===== src/rtl/uart_rx.sv =====
// uart_rx -- serial-to-parallel UART receiver (8N1, LSB first, idle high).
//
// The asynchronous RX line is double-registered, a falling edge arms the
// receiver, the start bit is re-checked at its centre and each following bit
// is sampled at its centre. A completed byte is presented on rx_data with rdy
// set; frm_err reports a stop bit that read as 0.
//
// Parameters:
//   BAUD_CYCLES  clocks per bit (>= 4)
//   HALF_CYCLES  clocks from start detect to the start-bit centre sample
//
// Ports:
//   clk      in   clock, rising edge
//   rst_n    in   asynchronous active-low reset
//   RX       in   asynchronous serial input, idles high
//   clr_rdy  in   one-clock pulse, clears rdy
//   rx_data  out  last received byte, held until the next frame completes
//   rdy      out  byte available in rx_data
//   frm_err  out  last completed frame had a 0 stop bit (valid while rdy)
module uart_rx #(
  parameter int BAUD_CYCLES = 8192,
  parameter int HALF_CYCLES = BAUD_CYCLES / 2
) (
  input  logic       clk,
  input  logic       rst_n,
  input  logic       RX,
  input  logic       clr_rdy,
  output logic [7:0] rx_data,
  output logic       rdy,
  output logic       frm_err
);

  localparam int TW = $clog2(BAUD_CYCLES + 1);

  typedef enum logic [1:0] {IDLE, START, DATA, STOP} state_t;

  logic          rx_ff1_q, rx_ff2_q, rx_prev_q;
  logic          start_det;
  logic          samp_tick;
  state_t        state_q;
  logic [TW-1:0] timer_q;
  logic [3:0]    bitcnt_q;
  logic [7:0]    shift_q;
  logic [7:0]    rx_data_q;
  logic          rdy_q;
  logic          frm_err_q;

  assign start_det = rx_prev_q & ~rx_ff2_q;
  // The sample edge is the one on which the count reaches 0, so a load of N
  // puts the next sample exactly N edges later.
  assign samp_tick = (timer_q == TW'(1));

  assign rx_data = rx_data_q;
  assign rdy     = rdy_q;
  assign frm_err = frm_err_q;

  // Synchronizer and edge-detect flops; reset to the idle (high) level so
  // that reset release never looks like a start edge.
  always_ff @(posedge clk or negedge rst_n) begin
    if (!rst_n) begin
      rx_ff1_q  <= 1'b1;
      rx_ff2_q  <= 1'b1;
      rx_prev_q <= 1'b1;
    end else begin
      rx_ff1_q  <= RX;
      rx_ff2_q  <= rx_ff1_q;
      rx_prev_q <= rx_ff2_q;
    end
  end

  always_ff @(posedge clk or negedge rst_n) begin
    if (!rst_n) begin
      state_q   <= IDLE;
      timer_q   <= '0;
      bitcnt_q  <= '0;
      shift_q   <= '0;
      rx_data_q <= 8'h00;
      rdy_q     <= 1'b0;
      frm_err_q <= 1'b0;
    end else begin
      // Consumer clear first; the STOP-state set below overrides it.
      if (clr_rdy) rdy_q <= 1'b0;

      if (state_q != IDLE && !samp_tick && timer_q != '0)
        timer_q <= timer_q - TW'(1);

      case (state_q)
        IDLE: begin
          if (start_det) begin
            state_q   <= START;
            timer_q   <= TW'(HALF_CYCLES);
            // A new frame discards any unread byte's ready status.
            rdy_q     <= 1'b0;
            frm_err_q <= 1'b0;
          end
        end
        START: begin
          if (samp_tick) begin
            if (rx_ff2_q) begin
              // Line back high at mid start bit: glitch, not a frame.
              state_q <= IDLE;
              timer_q <= '0;
            end else begin
              state_q  <= DATA;
              timer_q  <= TW'(BAUD_CYCLES);
              bitcnt_q <= '0;
            end
          end
        end
        DATA: begin
          if (samp_tick) begin
            shift_q  <= {rx_ff2_q, shift_q[7:1]};
            bitcnt_q <= bitcnt_q + 4'd1;
            timer_q  <= TW'(BAUD_CYCLES);
            if (bitcnt_q == 4'd7) state_q <= STOP;
          end
        end
        STOP: begin
          if (samp_tick) begin
            rx_data_q <= shift_q;
            rdy_q     <= 1'b1;
            frm_err_q <= ~rx_ff2_q;
            state_q   <= IDLE;
            timer_q   <= '0;
          end
        end
        default: state_q <= IDLE;
      endcase
    end
  end

endmodule

===== config.mk =====
export PLATFORM = sky130hd
export DESIGN_NAME = uart_rx
export DESIGN_NICKNAME = d
export VERILOG_FILES = /design/src/rtl/uart_rx.sv
export SDC_FILE = /design/constraint.sdc
export NUM_CORES = 1
export LEC_CHECK = 0
export CORE_ASPECT_RATIO = 1.25
export CORE_UTILIZATION = 58
export CTS_CLUSTER_SIZE = 8
export DETAILED_ROUTE_END_ITERATION = 12
export GPL_ROUTABILITY_DRIVEN = 0
export PLACE_DENSITY_LB_ADDON = 0.12
export SYNTH_ARGS = -nofsm -noshare
export SYNTH_HDL_FRONTEND = slang
export SYNTH_SLANG_ARGS = --single-unit

===== constraint.sdc =====
create_clock -name clk -period 3.12 [get_ports clk]
set_clock_uncertainty 0.1 [all_clocks]
set_input_delay 0.78 -clock clk [delete_from_list [all_inputs] [get_ports clk]]
set_output_delay 0.78 -clock clk [all_outputs]
set_load 0.05 [all_outputs]

# Yosys cells after proc, flatten, opt, wreduce, memory -nomap -nowiden
# Index checks and enable logic that the tools add are counted.
[classes]
add_sub_neg = 2
eq_ne = 11
mux = 25
bitwise = 2
n_reduce_logical = 13
[op_table]
columns = ["cell", "count"]
rows = [
  ["14-bit two-way mux", 6],
  ["14-bit case mux with 4 select lines", 1],
  ["14-bit by 1-bit == test with 1-bit output (second input constant)", 1],
  ["14-bit nonzero test", 1],
  ["14-bit by 1-bit subtractor with 14-bit output (second input constant)", 1],
  ["2-bit two-way mux", 6],
  ["4-bit two-way mux", 3],
  ["2-bit != test (second input constant)", 6],
  ["2-bit case mux with 4 select lines", 1],
  ["4-bit case mux with 2 select lines", 1],
  ["2-bit nonzero test", 3],
  ["1-bit two-way mux", 5],
  ["5-bit AND reduction", 1],
  ["4-bit by 1-bit adder with 4-bit output (second input constant)", 1],
  ["2-bit == test (second input constant)", 2],
  ["4-bit by 3-bit == test with 1-bit output (second input constant)", 1],
  ["1-bit case mux with 2 select lines", 2],
  ["2-bit AND reduction", 2],
  ["4-bit AND reduction", 1],
  ["3-bit AND reduction", 1],
  ["2-bit by 1-bit == test with 1-bit output (second input constant)", 1],
  ["1-bit logical AND", 2],
  ["2-bit logical NOT", 1],
  ["1-bit AND", 1],
  ["other kinds (2)", 2],
]
[word_totals]
ff_bits = 41
out_inout_bits = 10
word_cells = 63

# Longest topological paths before layout
[depth]
word_depth = 7
mapped_depth = 8

# Worst setup path after synthesis
# OpenSTA, ideal clock, no wires.
[synth_timing]
path_kind = "flip-flop to flip-flop"
startpoint = "register state_q[0]"
endpoint = "register timer_q[12]"
setup_ns = 0.121
arrival_ns = 2.086
required_ns = 2.899
slack_ns = 0.813
stages_incl_launch_ff = 9
n_path_buf = 1
cell_sequence = "dfrtp_1 inv_1 ha_1 or4b_2 clkbuf_1 o31a_1 a31o_2 o21ai_0 nand2_1"
[synth_via]
elab_chain_len = 6
elab_cells_between_ends = 13
classes_between = "eq/ne: 3; mux: 6; reduce/logical: 4"
[synth_rtl]
columns = ["element", "line", "source"]
rows = [
  ["from (decl)", "40", "state_t state_q;"],
  ["from (signal assigned)", "73", "state_q <= IDLE;"],
  ["from (signal assigned)", "90", "state_q <= START;"],
  ["from (signal assigned)", "101", "state_q <= IDLE;"],
  ["2-bit nonzero test", "84", "if (state_q != IDLE && !samp_tick && timer_q != '0)"],
  ["1-bit logical AND (2 in series)", "84", ""],
  ["14-bit two-way mux", "84", ""],
  ["14-bit two-way mux (on tied branches)", "--", ""],
  ["14-bit case mux with 4 select lines *", "87", "case (state_q)"],
  ["to (signal assigned)", "85", "timer_q <= timer_q - TW'(1);"],
  ["to (signal assigned)", "91", "timer_q <= TW'(HALF_CYCLES);"],
  ["to (signal assigned)", "114", "timer_q <= TW'(BAUD_CYCLES);"],
  ["to (decl)", "41", "logic [TW-1:0] timer_q;"],
]
# Mark *: on every way between the ends. The rest lies on a longest branch, timed or not.
# A chain may end at the register's enable or synchronous reset.

# Worst setup path in the final report
[layout_timing]
startpoint = "register state_q[0]"
endpoint = "register timer_q[9]"
# Same word-level chain as after synthesis.

==> flow_summary.toml <==
[clocking]
h-tree-depth = 2
root_buffer = "clkbuf_8"
cts_tree = "yes"
clk_pin_slew_ps = 80
cts_setup_buffers = 0
ctsResizeCount = 0
clock_path_buffers = 2
clk_latency_ps = 290
postCtsHoldBufs = 0
cts_made_buffers = 5
cts_sinks = 41

[yosys]
syn_avg_cell_area_um2 = 10.2
yosys.cell_types.count = 45
ys_warn_count = 0
synthArstFlopShare_pct = 100
synth_seq_area_share_pct = 48.2
synthTopCellsByArea = "dfrtp_1 (44%), mux2_2 (7.9%), ha_1 (4.1%)"
netlist_area_um2 = 2140
synthFlopType = "dfrtp_1"
postSynthCellCount = 210
synth_top_area_share_pct = 44.5
synthesis.nets = 221
synth_edf_count = 0
synth_seq_cells = 41
yosysTopAreaCell = "dfrtp_1"

[pwr]
finalPower_mw = 2.08
vdd_drop_max_mv = 0.481
leakage_nw = 1.12
p_per_area_nw_per_um2 = 875

[worst_setup_path]
r2r_slack_ps = 470
path_cells = "inv_1 -> ha_1 -> or4_1 -> or3_1 -> nor3_1 -> xnor2_1 -> nor2_1"
cp.required_ps = 3190
crit_type = "reg -> reg"
crit_slowest_cell = "or4_1"
endpoint_kind = "register"
critPathLaunchType = "register"
crit_arrival_ps = 2710
cpPeakStageDelay_ps = 670
crit_fanout = 12

[place]
dp_hpwl_um = 2980
portBuffers = 13

[layout]
drive_above_1_share_pct = 16.7
final_nets = 231
fillers = 290
final_common_cell = "dfrtp_1"
area_growth_pct = 11.2
utilization_pct = 67.7
antenna_cells = 0
final_cell_mix = "dfrtp_1 (38), nor2_1 (21), nand2_1 (16), mux2_2 (15), o21ai_0 (14)"

[floorplan]
boundaryPins = 14
die_area_um2 = 3930
fp.dieW_um = 56.3
initial_core_util_pct = 60.8
core_um2 = 3510
rows = 24
die_h_um = 69.9

[sta]
worst_pin_slew_ps = 877
final.period_utilization_pct = 84.8
hold_viol = 0
drv_slew = 0
slew_headroom_pct = 41.5
setup_violations = 0
max_clock_freq_ghz = 0.378
fin_setup_tns_ps = 0
final.min_clock_period_ps = 2650
grt_setup_unrepaired = "false"

[flow_run]
maxCapViolations = 0

[routing]
ant_nets = 0
detail_route.first_pass.iterations = 4
wl_um = 4180
vias = 1593
via_per_inst = 6.13
drc_errors = 0
drt_iter0_drc = 77
wl_per_cell_um = 16.1

[global_routing]
grt_pass1_wl_um = 7470
overflow = 0
grt_max_degree = 42
grt_pass1_vias = 1656
grt_antenna_before_repair = 0
track_usage_pct = 24.0

[status]
status = "complete, no violations"

[worst_hold_path]
hold_path.class = "reg -> reg"
power breakdown:
group	internal, mW	total, mW	leakage, nW	switching [mW]
clock	0.261	0.443	0.0585	0.183
sequential	0.617	0.708	0.550	0.0908
combinational	0.351	0.929	0.512	0.579
cell type report:
class | instances | area (µm²) | area share, %
sequential | 41 | 1030 | 43.3
multi-input combinational | 150 | 1020 | 43.1
timing repair buffer | 13 | 125 | 5.26
clock buffer | 7 | 86.3 | 3.63
tap | 39 | 48.8 | 2.05
inverter | 9 | 33.8 | 1.42
clock inverter | 1 | 30.0 | 1.26
worst max-delay path, delay by kind of cell, from the launching register on:
family	cells	cell delay [ps]
flops	1	420
simple gates	4	1370
buf+inv	1	120
xor+xnor	1	150
fa+ha+maj	1	340
routing by layer:
layer | vias to the layer above | GRT usage, % | wire [µm]
met1 | 782 | 28.2 | 1780
met4 | 0 | 7.59 | 56
li1 | 767 | - | -
met5 | - | 0 | 0
met3 | 7 | 5.19 | 141
met2 | 37 | 43.3 | 2200
synth_stat cells, drive strengths merged, types with 2 or more instances:
| cell type | instances |
|---|---|
| dfrtp | 38 |
| nor2 | 21 |
| nand2 | 18 |
| mux2 | 16 |
| o21ai | 14 |
| a21oi | 9 |
| inv | 9 |
| ha | 7 |
| nand3 | 7 |
| clkbuf | 6 |
| nor3 | 5 |
| nor4 | 5 |
| buf | 4 |
| dfstp | 3 |
| nand2b | 3 |
| or2 | 3 |
| or3 | 3 |
| or4 | 3 |
| xnor2 | 3 |
| a211oi | 2 |
| a21o | 2 |
| a221oi | 2 |
| a31oi | 2 |
| nand3b | 2 |
| o211ai | 2 |
| o22ai | 2 |
| o31a | 2 |
| o31ai | 2 |
| or4b | 2 |
| xor2 | 2 |
flip-flops by register name, indices dropped and copies added (netlist names), named ones only:
| name | cells |
|---|---|
| rx_ff1_q | 1 |
| shift_q | 8 |
| rx_data | 8 |
| timer_q | 14 |
| frm_err | 1 |
| rdy | 1 |
| state_q | 1 |
| rx_ff2_q | 1 |
| rx_prev_q | 1 |
| bitcnt_q | 4 |
worst paths after layout:
check                                                to              startpoint  depth (start not counted)
worst max-delay path               timer_q[9]$_DFF_PN0_  state_q[0]$_DFFE_PN0P_                          7
worst min-delay path                 rx_ff2_q$_DFF_PN1_      rx_ff1_q$_DFF_PN1_                          0
worst max register to register     timer_q[9]$_DFF_PN0_  state_q[0]$_DFFE_PN0P_                          7
worst min register to register       rx_ff2_q$_DFF_PN1_      rx_ff1_q$_DFF_PN1_                          0
max in group asynchronous          timer_q[2]$_DFF_PN0_                   rst_n                          1
min in group asynchronous       bitcnt_q[3]$_DFFE_PN0P_                   rst_n                          1
metrics by stage:
stage               instance area (µm²)  hold WS (ps)  setup WS (ps)  cells
global route                       2380           272            339    260
finish                             2380           266            473    260
global placement                   2260           246            594    252
detailed placement                 2260           256            502    252
CTS                                2380           268            480    260
floorplan                          2140           245            813    210
cells by family (layout without fill, tap and decap cells):
logic type	Yosys count	in the layout	synth area share, %
AO/OA/AOI/OAI	47	47	14.2
XOR/XNOR	5	5	2.05
adder cells (fa/ha/maj)	7	7	4.10
buffers and inverters	19	30	3.92
flip-flops	41	41	48.2
multiplexers	16	16	8.61
AND/OR/NAND/NOR	75	75	18.9
Power figures use the tool's default switching activity.
